`src/rtl/serial_pkg.sv`:
```
`default_nettype none
// ============================================================================
//  Module      : serial_pkg
//  Description : Shared types and constants for the byte serializer: the
//                transmitter state encoding and parameter limits.
//  Revision    : 1.0 - initial release
// ============================================================================
package serial_pkg;

    // Transmitter states: waiting for a word, shifting bits out, forced idle
    typedef enum logic [1:0] {
        IDLE = 2'd0,
        SEND = 2'd1,
        GAP  = 2'd2
    } ser_state_t;

    localparam int SER_WIDTH_DEFAULT = 8;
    localparam int SER_GAP_MAX       = 15;

    // Gap counter is sized for the largest supported gap
    localparam int SER_GAP_CNT_W     = 4;

    // Last value the gap counter reaches before returning to IDLE
    function automatic logic [SER_GAP_CNT_W-1:0] gap_last(input int gap);
        if (gap > 0) begin
            gap_last = SER_GAP_CNT_W'(gap - 1);
        end else begin
            gap_last = '0;
        end
    endfunction

endpackage
`default_nettype wire

```
`src/rtl/piso_shreg.sv`:
```
`default_nettype none
// ============================================================================
//  Module      : piso_shreg
//  Description : Parallel-load, shift-left register. Exposes the MSB as the
//                serial bit; zeros enter at the LSB on every shift.
//  Revision    : 1.0 - initial release
// ============================================================================
module piso_shreg #(
    parameter int WIDTH = 8
) (
    input  logic             clk,
    input  logic             reset,
    input  logic             load,
    input  logic             shift,
    input  logic [WIDTH-1:0] d,
    output logic             msb
);

    logic [WIDTH-1:0] shreg_q;
    logic [WIDTH-1:0] shreg_d;

    // Next register value: a load takes priority over a shift
    always_comb begin
        shreg_d = shreg_q;
        if (load) begin
            shreg_d = d;
        end else if (shift) begin
            shreg_d = {shreg_q[WIDTH-2:0], 1'b0};
        end
    end

    // Register update with synchronous clear
    always_ff @(posedge clk) begin
        if (reset) begin
            shreg_q <= '0;
        end else begin
            shreg_q <= shreg_d;
        end
    end

    assign msb = shreg_q[WIDTH-1];

endmodule
`default_nettype wire

```
`src/rtl/byte_serializer.sv`:
```
`default_nettype none
// ============================================================================
//  Module      : byte_serializer
//  Description : Parallel-in, serial-out transmitter. Accepts one word per
//                load/ready handshake and shifts it out MSB-first on S with
//                enable high, then pulses done and optionally holds a number
//                of forced idle cycles before accepting the next word.
//  Revision    : 1.0 - initial release
// ============================================================================
module byte_serializer
    import serial_pkg::*;
#(
    parameter int WIDTH = SER_WIDTH_DEFAULT,
    parameter int GAP   = 1
) (
    input  logic             clk,
    input  logic             reset,
    input  logic [WIDTH-1:0] data_in,
    input  logic             load,
    output logic             ready,
    output logic             S,
    output logic             enable,
    output logic             done
);

    localparam int                 CNT_W    = $clog2(WIDTH);
    localparam logic [CNT_W-1:0]   CNT_LAST = CNT_W'(WIDTH - 1);
    localparam logic [CNT_W-1:0]   CNT_ONE  = CNT_W'(1);
    localparam logic [SER_GAP_CNT_W-1:0] GAP_LAST = gap_last(GAP);
    localparam logic [SER_GAP_CNT_W-1:0] GAP_ONE  = SER_GAP_CNT_W'(1);
    localparam logic               HAS_GAP  = (GAP > 0);

    ser_state_t                 state_q;
    ser_state_t                 state_d;
    logic [CNT_W-1:0]           bit_cnt_q;
    logic [CNT_W-1:0]           bit_cnt_d;
    logic [SER_GAP_CNT_W-1:0]   gap_cnt_q;
    logic [SER_GAP_CNT_W-1:0]   gap_cnt_d;
    logic                       done_q;
    logic                       done_d;

    logic                       w_accept;
    logic                       w_shift;
    logic                       w_msb;

    // Next-state, counter and done-pulse logic for the transmit sequence
    always_comb begin
        state_d   = state_q;
        bit_cnt_d = bit_cnt_q;
        gap_cnt_d = gap_cnt_q;
        done_d    = 1'b0;
        w_accept  = 1'b0;
        w_shift   = 1'b0;
        case (state_q)
            serial_pkg::IDLE: begin
                if (load) begin
                    w_accept  = 1'b1;
                    bit_cnt_d = '0;
                    state_d   = serial_pkg::SEND;
                end
            end
            serial_pkg::SEND: begin
                w_shift = 1'b1;
                if (bit_cnt_q == CNT_LAST) begin
                    // Last bit leaves S at this edge; counter is parked at 0
                    // instead of stepping past WIDTH-1.
                    done_d    = 1'b1;
                    bit_cnt_d = '0;
                    gap_cnt_d = '0;
                    if (HAS_GAP) begin
                        state_d = serial_pkg::GAP;
                    end else begin
                        state_d = serial_pkg::IDLE;
                    end
                end else begin
                    bit_cnt_d = bit_cnt_q + CNT_ONE;
                end
            end
            serial_pkg::GAP: begin
                if (gap_cnt_q == GAP_LAST) begin
                    gap_cnt_d = '0;
                    state_d   = serial_pkg::IDLE;
                end else begin
                    gap_cnt_d = gap_cnt_q + GAP_ONE;
                end
            end
            default: begin
                state_d   = serial_pkg::IDLE;
                bit_cnt_d = '0;
                gap_cnt_d = '0;
            end
        endcase
    end

    // State, counters and done register; reset overrides a same-cycle load
    always_ff @(posedge clk) begin
        if (reset) begin
            state_q   <= serial_pkg::IDLE;
            bit_cnt_q <= '0;
            gap_cnt_q <= '0;
            done_q    <= 1'b0;
        end else begin
            state_q   <= state_d;
            bit_cnt_q <= bit_cnt_d;
            gap_cnt_q <= gap_cnt_d;
            done_q    <= done_d;
        end
    end

    piso_shreg #(
        .WIDTH (WIDTH)
    ) u_piso_shreg (
        .clk   (clk),
        .reset (reset),
        .load  (w_accept),
        .shift (w_shift),
        .d     (data_in),
        .msb   (w_msb)
    );

    // Outputs decode only registered state, never load or data_in
    assign ready  = (state_q == serial_pkg::IDLE);
    assign enable = (state_q == serial_pkg::SEND);
    assign S      = (state_q == serial_pkg::SEND) & w_msb;
    assign done   = done_q;

endmodule
`default_nettype wire

```
`config.mk`:
```
export PLATFORM = sky130hd
export DESIGN_NAME = byte_serializer
export DESIGN_NICKNAME = d
export VERILOG_FILES = /design/src/rtl/serial_pkg.sv /design/src/rtl/piso_shreg.sv /design/src/rtl/byte_serializer.sv
export SDC_FILE = /design/constraint.sdc
export NUM_CORES = 1
export LEC_CHECK = 0
export CORE_ASPECT_RATIO = 1.25
export CORE_MARGIN = 2
export CORE_UTILIZATION = 25
export CTS_BUF_LIST = sky130_fd_sc_hd__clkbuf_8
export DETAILED_ROUTE_END_ITERATION = 10
export PLACE_DENSITY = 0.43
export SETUP_SLACK_MARGIN = 0.5
export SKIP_CTS_REPAIR_TIMING = 1
export SYNTH_ARGS = -nofsm -noshare
export SYNTH_HDL_FRONTEND = slang
export SYNTH_SLANG_ARGS = --single-unit
export TNS_END_PERCENT = 100
```
`constraint.sdc`:
```
create_clock -name clk -period 1.4 [get_ports clk]
set_clock_uncertainty 0.1 [all_clocks]
set_input_delay 0.28 -clock clk [delete_from_list [all_inputs] [get_ports clk]]
set_output_delay 0.28 -clock clk [all_outputs]
set_load 0.005 [all_outputs]
```
==> impl_metrics.xml, run 1 <==
<?xml version="1.0" encoding="UTF-8"?>
<metrics>
  <group name="final_layout">
    <metric name="share_of_post_route_cells_with_drive_strength_above_1" unit="">0.400</metric>
    <metric name="flow.area_growth_from_synthesis" unit="%">53.3</metric>
    <metric name="finalNonFillerCells" unit="">157</metric>
    <metric name="finish.utilization" unit="">0.400</metric>
    <metric name="design.final.nets" unit="">136</metric>
    <metric name="multiInputGateArea" unit="sq um">527</metric>
    <metric name="antenna_cell_count" unit="">0</metric>
    <metric name="layout.cell_area.non_filler" unit="sq um">1290</metric>
    <metric name="fillers" unit="">347</metric>
    <metric name="layout.area.seq" unit="sq um">370</metric>
  </group>
  <group name="logic_synthesis">
    <metric name="syn-num-nets" unit="">110</metric>
    <metric name="synthesis.instances" unit="">95</metric>
    <metric name="postSynthAreaPerCell" unit="sq um">8.85</metric>
    <metric name="netlist_area" unit="sq um">841</metric>
    <metric name="ys_seq_area_frac" unit="">0.429</metric>
    <metric name="synth_warnings" unit="">0</metric>
    <metric name="post_synthesis_cell_type_count" unit="">26</metric>
    <metric name="postSynth.topFlopCell" unit="">sky130_fd_sc_hd__dfxtp_1</metric>
    <metric name="flops_latches_synth" unit="">18</metric>
    <metric name="synth-edff-count" unit="">0</metric>
    <metric name="postSynth.asyncResetShare" unit="">0</metric>
  </group>
  <group name="worst_setup_path">
    <metric name="critical_path_peak_fanout" unit="">3</metric>
    <metric name="worst-endpoint-arrival" unit="ns">1.03</metric>
    <metric name="required" unit="ns">1.02</metric>
    <metric name="critical_path.endpoint_type" unit="">primary output</metric>
    <metric name="timing.setup.critical_path_class" unit="">reg -&gt; out</metric>
    <metric name="worstSetupStartpointType" unit="">register</metric>
  </group>
  <group name="routing">
    <metric name="drt_iter0_markers" unit="">15</metric>
    <metric name="ant_nets" unit="">0</metric>
    <metric name="post-route-drc-count" unit="">0</metric>
    <metric name="wl_per_cell" unit="um">13.6</metric>
    <metric name="route.detailed.vias_per_inst" unit="">4.93</metric>
    <metric name="route.vias.total" unit="">774</metric>
    <metric name="first_pass_iters" unit="">4</metric>
    <metric name="wirelength" unit="um">2140</metric>
  </group>
  <group name="pwr">
    <metric name="design_power_total" unit="mW">1.18</metric>
    <metric name="power_leakage" unit="nW">0.501</metric>
    <metric name="pwr_density_cell" unit="nW/um^2">917</metric>
    <metric name="vdd.ir_drop.worst" unit="V">0.000468</metric>
  </group>
  <group name="clock_network">
    <metric name="ctsRootBufferMaster" unit="">sky130_fd_sc_hd__clkbuf_8</metric>
    <metric name="cts_tree" unit="">done</metric>
    <metric name="sinks_on_the_clock_net" unit="">18</metric>
    <metric name="htree_num_levels" unit="">1</metric>
    <metric name="cts_made_buffers" unit="">3</metric>
    <metric name="clock_path_buffers" unit="">2</metric>
    <metric name="worst_skew_late_latency" unit="ns">0.26</metric>
    <metric name="path_clk_slew" unit="ns">0.07</metric>
  </group>
  <group name="run_status">
    <metric name="outcome" unit="">finished with violations</metric>
    <metric name="violated_checks" unit="">setup timing</metric>
  </group>
  <group name="floorplanning">
    <metric name="die_x" unit="um">55.9</metric>
    <metric name="die_area" unit="sq um">3850</metric>
    <metric name="initial_core_util" unit="">0.261</metric>
    <metric name="core_area" unit="sq um">3220</metric>
    <metric name="die_height" unit="um">68.8</metric>
    <metric name="rows" unit="">23</metric>
    <metric name="design.portCount" unit="">15</metric>
  </group>
  <group name="global_route">
    <metric name="antenna_found_initial" unit="">0</metric>
    <metric name="grt.overflow.total" unit="">0</metric>
    <metric name="vias_in_the_first_global_route" unit="">727</metric>
    <metric name="wire_length_of_the_first_global_routing_pass" unit="um">3280</metric>
    <metric name="globalRouteTotalUtil" unit="">0.112</metric>
    <metric name="largest_net_degree_at_the_start_of_global_routing" unit="">12</metric>
  </group>
  <group name="place">
    <metric name="dpl_cell_area" unit="sq um">1070</metric>
    <metric name="port-buffer-count" unit="">14</metric>
    <metric name="routabilityCongestion" unit="">0.706</metric>
    <metric name="dpl.hpwl" unit="um">1440</metric>
    <metric name="placedCellCount" unit="">146</metric>
  </group>
  <group name="timing">
    <metric name="slew_headroom" unit="">0.802</metric>
    <metric name="achievable-frequency" unit="GHz">0.708</metric>
    <metric name="final-hold-violation-count" unit="">0</metric>
    <metric name="report.final.setup_viol" unit="">1</metric>
    <metric name="grt_setup_unrepaired" unit="">yes</metric>
    <metric name="timing_worst_slew_pin_value" unit="ns">0.297</metric>
    <metric name="worst_slack" unit="ns">-0.0122</metric>
    <metric name="drv_slew" unit="">0</metric>
    <metric name="post-route-period-util" unit="">1.01</metric>
    <metric name="minimum_clock_period" unit="ns">1.41</metric>
  </group>
  <group name="run">
    <metric name="drv.max_cap_violation_count" unit="">0</metric>
  </group>
  <group name="hold_path">
    <metric name="holdCritPathClass" unit="">in -&gt; reg</metric>
  </group>
</metrics>
final timing paths:
path                                              start                 endpoint  slack (ns)  cells after the start
worst max-delay path                         state_q[1]                        S       -0.01                      3
worst min-delay path                              reset  u_piso_shreg.shreg_q[0]        0.34                      2
worst max register to register               state_q[0]             gap_cnt_q[3]        0.10                      5
worst min register to register  u_piso_shreg.shreg_q[6]  u_piso_shreg.shreg_q[6]        0.40                      2
cell type report:
type / count / area share
Clock buffer: 4 / 0.0427
Inverter: 4 / 0.0175
Multi-Input combinational cell: 66 / 0.409
Sequential cell: 18 / 0.287
Tap cell: 37 / 0.0359
Timing Repair Buffer: 27 / 0.202
Timing Repair inverter: 1 / 0.00583
critical path: stages, from the launching register on:
cell	delay, ns
sky130_fd_sc_hd__dfxtp_2	0.32
sky130_fd_sc_hd__and2b_2	0.22
sky130_fd_sc_hd__and2_4	0.13
sky130_fd_sc_hd__clkbuf_2	0.10
routing by layer:
layer / global-route usage / wire [um] / vias to the layer above
met4: 0.0714 / 34 / 0
li1: - / - / 391
met5: 0 / 0 / -
met3: 0.0224 / 52 / 4
met1: 0.130 / 980 / 368
met2: 0.193 / 1070 / 11
cell usage after synthesis (3+ instances only):
cell | number | share of area
sky130_fd_sc_hd__a211oi_1 | 7 | 0.062
sky130_fd_sc_hd__a21oi_1 | 4 | 0.024
sky130_fd_sc_hd__a32oi_1 | 3 | 0.031
sky130_fd_sc_hd__dfxtp_1 | 18 | 0.43
sky130_fd_sc_hd__ha_1 | 4 | 0.060
sky130_fd_sc_hd__inv_1 | 4 | 0.018
sky130_fd_sc_hd__nand2b_1 | 3 | 0.022
sky130_fd_sc_hd__nand3_1 | 5 | 0.030
sky130_fd_sc_hd__nor2_1 | 14 | 0.062
sky130_fd_sc_hd__o21ai_0 | 3 | 0.018
sky130_fd_sc_hd__o22ai_1 | 7 | 0.052
kinds of logic (layout without fill, tap and decap cells):
kind of cell	Yosys count	count (layout)	synth area share
adders and majority gates	4	4	0.0595
AOI/OAI and AO/OA	30	30	0.241
DFF	18	18	0.429
buffers and inverters	11	36	0.0744
and+or+nand+nor	32	32	0.196
placed cells by master, fill, tap and decap left out, types with 4 or more instances in the layout:
cell type / n
sky130_fd_sc_hd__dfxtp_1: 12
sky130_fd_sc_hd__o22ai_2: 4
sky130_fd_sc_hd__nor2_1: 14
sky130_fd_sc_hd__dfxtp_2: 5
sky130_fd_sc_hd__buf_6: 4
sky130_fd_sc_hd__clkdlybuf4s50_1: 8
sky130_fd_sc_hd__a211oi_1: 6
sky130_fd_sc_hd__nand3_1: 5
sky130_fd_sc_hd__buf_4: 9
sky130_fd_sc_hd__clkbuf_8: 4
stage by stage:
| stage | setup TNS [ns] | setup slack, ns | hold slack, ns |
|---|---|---|---|
| final | -0.0122 | -0.0122 | 0.337 |
| after global routing | -0.0697 | -0.0697 | 0.373 |
| after CTS | -1.05 | -0.397 | 0.403 |
| after detailed placement | -1.65 | -0.188 | 0.393 |
| after global placement | -1.38 | -0.164 | 0.381 |
| after floorplan | 0 | 0.211 | 0.357 |
state kept, by name, indices dropped and copies added (netlist names):
name	cells
state_q	2
gap_cnt_q	4
bit_cnt_q	3
done	1
u_piso_shreg.shreg_q	8
where the power goes:
part | total [mW] | internal (mW) | switching, mW
logic | 0.190 | 0.108 | 0.0817
clock network | 0.438 | 0.250 | 0.188
registers | 0.554 | 0.537 | 0.0169
total | 1.18 | 0.896 | 0.286
No activity file was read; power rests on OpenSTA's default activity.
==> run 2, diff against run 1 <==
PLACE_DENSITY = 0.44   (was 0.43)
clock period = 1.2 ns   (was 1.4 ns; I/O delays follow)
==> run 2 against run 1 <==
Critical endpoint unchanged. Power increased by 15%. Die area unchanged. Hold slack improved by 0.065 ns. Clock power grew 16%. Sequential share of layout area grew 0.56 points. First-iteration DRC count fell by 33%. Sequential cell count unchanged. The flow still finishes with violations (setup timing). Clock-buffer cell count is the same.
==> impl_metrics.xml, run 2 (synthesized netlist as in run 1, its figures left out) <==
<?xml version="1.0" encoding="UTF-8"?>
<metrics>
  <group name="timing">
    <metric name="grt_setup_unrepaired" unit="">yes</metric>
    <metric name="final-hold-violation-count" unit="">0</metric>
    <metric name="setup_total_negative_slack" unit="ns">-0.858</metric>
    <metric name="post-route-period-util" unit="">1.14</metric>
    <metric name="timing_worst_slew_pin_value" unit="ns">0.238</metric>
    <metric name="fin_hold_ws" unit="ns">0.402</metric>
    <metric name="achievable-frequency" unit="GHz">0.729</metric>
    <metric name="report.final.setup_viol" unit="">13</metric>
    <metric name="drv_slew" unit="">0</metric>
    <metric name="minimum_clock_period" unit="ns">1.37</metric>
    <metric name="worst_slack" unit="ns">-0.172</metric>
    <metric name="slew_headroom" unit="">0.841</metric>
  </group>
  <group name="clock_network">
    <metric name="cts_made_buffers" unit="">3</metric>
    <metric name="sinks_on_the_clock_net" unit="">18</metric>
    <metric name="htree_num_levels" unit="">1</metric>
    <metric name="ctsRootBufferMaster" unit="">sky130_fd_sc_hd__clkbuf_8</metric>
    <metric name="clock_path_buffers" unit="">2</metric>
    <metric name="path_clk_slew" unit="ns">0.08</metric>
    <metric name="worst_skew_late_latency" unit="ns">0.25</metric>
    <metric name="cts_tree" unit="">done</metric>
  </group>
  <group name="floorplanning">
    <metric name="core_area" unit="sq um">3220</metric>
    <metric name="design.portCount" unit="">15</metric>
    <metric name="die_height" unit="um">68.8</metric>
    <metric name="die_x" unit="um">55.9</metric>
    <metric name="die_area" unit="sq um">3850</metric>
    <metric name="initial_core_util" unit="">0.261</metric>
    <metric name="rows" unit="">23</metric>
  </group>
  <group name="worst_setup_path">
    <metric name="worst_path_dominant_cell_family" unit="">simple AND/OR/NAND/NOR gates</metric>
    <metric name="reg2reg_depth" unit="">5</metric>
    <metric name="critical_path_peak_fanout" unit="">3</metric>
    <metric name="required" unit="ns">0.86</metric>
    <metric name="cp_slowest_stage_delay" unit="ns">0.33</metric>
    <metric name="worst-endpoint-arrival" unit="ns">1.03</metric>
    <metric name="cp_cell_sequence" unit="">and2b_2 &gt; and2_4 &gt; clkbuf_2</metric>
    <metric name="worstSetupStartpointType" unit="">register</metric>
    <metric name="critical_path.endpoint_type" unit="">primary output</metric>
    <metric name="timing.critical_path.buf_inv" unit="">1</metric>
    <metric name="timing.setup.critical_path_class" unit="">reg -&gt; out</metric>
    <metric name="critical-path-slowest-cell" unit="">sky130_fd_sc_hd__dfxtp_2</metric>
    <metric name="path_depth" unit="">3</metric>
  </group>
  <group name="routing">
    <metric name="ant_nets" unit="">0</metric>
    <metric name="drt_iter0_markers" unit="">10</metric>
    <metric name="wl_per_cell" unit="um">13.3</metric>
    <metric name="first_pass_iters" unit="">4</metric>
    <metric name="route.vias.total" unit="">809</metric>
    <metric name="wirelength" unit="um">2120</metric>
    <metric name="post-route-drc-count" unit="">0</metric>
    <metric name="route.detailed.vias_per_inst" unit="">5.06</metric>
  </group>
  <group name="place">
    <metric name="dpl.hpwl" unit="um">1560</metric>
    <metric name="detailedPlace.worstSlack" unit="ns">-0.357</metric>
    <metric name="routabilityCongestion" unit="">0.782</metric>
    <metric name="dpl_cell_area" unit="sq um">1130</metric>
    <metric name="port-buffer-count" unit="">14</metric>
  </group>
  <group name="hold_path">
    <metric name="worstHoldPathCells" unit="">2</metric>
    <metric name="holdCritPathClass" unit="">reg -&gt; reg</metric>
  </group>
  <group name="pwr">
    <metric name="pwr_density_cell" unit="nW/um^2">1080</metric>
    <metric name="p_sw" unit="mW">0.326</metric>
    <metric name="p_clk_frac" unit="">0.371</metric>
    <metric name="power_leakage" unit="nW">0.498</metric>
    <metric name="fraction_of_power_consumed_by_combinational_cells" unit="">0.157</metric>
    <metric name="vdd.ir_drop.worst" unit="V">0.000642</metric>
    <metric name="seq_power_share" unit="">0.472</metric>
    <metric name="power_switching_share" unit="">0.239</metric>
    <metric name="p_int" unit="mW">1.04</metric>
  </group>
  <group name="global_route">
    <metric name="largest_net_degree_at_the_start_of_global_routing" unit="">11</metric>
    <metric name="globalRouteTotalUtil" unit="">0.120</metric>
    <metric name="grt.overflow.total" unit="">0</metric>
    <metric name="vias_in_the_first_global_route" unit="">822</metric>
    <metric name="wire_length_of_the_first_global_routing_pass" unit="um">3480</metric>
    <metric name="antenna_found_initial" unit="">0</metric>
  </group>
  <group name="final_layout">
    <metric name="antenna_cell_count" unit="">0</metric>
    <metric name="share_of_post_route_cells_with_drive_strength_above_1" unit="">0.374</metric>
    <metric name="largest_reg_flops" unit="">8</metric>
    <metric name="largest_registers_in_the_final_layout" unit="">u_piso_shreg.shreg_q (8), gap_cnt_q (4), bit_cnt_q (3)</metric>
    <metric name="layout.cell_area.non_filler" unit="sq um">1260</metric>
    <metric name="registers.top_by_ff_count" unit="">u_piso_shreg.shreg_q</metric>
    <metric name="flow.area_growth_from_synthesis" unit="%">49.9</metric>
    <metric name="design.final.nets" unit="">139</metric>
    <metric name="final_cell_mix" unit="">sky130_fd_sc_hd__nor2_1 (14), sky130_fd_sc_hd__buf_4 (14), sky130_fd_sc_hd__dfxtp_1 (13), sky130_fd_sc_hd__clkdlybuf4s50_1 (9), sky130_fd_sc_hd__o22ai_1 (7)</metric>
    <metric name="finish.utilization" unit="">0.391</metric>
  </group>
  <group name="run_status">
    <metric name="violated_checks" unit="">setup timing</metric>
    <metric name="outcome" unit="">finished with violations</metric>
  </group>
  <group name="run">
    <metric name="drv.max_cap_violation_count" unit="">0</metric>
  </group>
</metrics>
-- run 2: cell count changes in the layout (fill, tap and decap cells not counted), sizes merged --
cell / before / now
buf: 14 / 17
clkdlybuf4s50: 8 / 9
clkinvlp: 3 / 2
dlymetal6s2s: 3 / 2
inv: 2 / 3
-- run 2: area by class of cell --
type | instances | area (sq um)
clock buffers | 4 | 55.1
fillers | 339 | 1960
inverters | 4 | 21.3
multi-input cells | 66 | 503
flip-flops and latches | 18 | 369
well taps | 37 | 46.3
repair buffers | 30 | 258
repair inverters | 1 | 7.51
-- run 2: tightest hold or removal path, cell delays in order (launching register included) --
cell and delay [ns]:
sky130_fd_sc_hd__dfxtp_1 0.32, sky130_fd_sc_hd__nor2_1 0.09, sky130_fd_sc_hd__a211oi_1 0.05
-- run 2: final timing paths --
kind                           start                 endpoint  slack (ns)
min reg2reg  u_piso_shreg.shreg_q[5]  u_piso_shreg.shreg_q[5]        0.40
min          u_piso_shreg.shreg_q[5]  u_piso_shreg.shreg_q[5]        0.40
max                       state_q[1]                        S       -0.17
max reg2reg               state_q[0]             gap_cnt_q[0]       -0.15
-- run 2: stage by stage --
step / total power, mW / cells
global route: 1.43 / 160
detailed placement: 0.851 / 153
floorplan: 0.763 / 95
CTS: 1.36 / 157
finish: 1.37 / 160
global placement: 0.847 / 153
-- run 2: power by group through the flow --
stage                     clock network (mW)  registers (mW)  logic [mW]
after floorplan                            0           0.655       0.108
after global placement                     0           0.659       0.188
after detailed placement                   0           0.660       0.192
after CTS                              0.518           0.646       0.192
after global routing                   0.547           0.648       0.233
final                                  0.507           0.645       0.214
-- run 2: metal layers --
| metal | share of wire | global-route usage | wire (um) |
|---|---|---|---|
| met1 | 0.45 | 0.122 | 944 |
| met2 | 0.51 | 0.231 | 1070 |
| met3 | 0.034 | 0.0299 | 72 |
| met4 | 0.015 | 0.0595 | 31 |
| met5 | 0 | 0 | 0 |
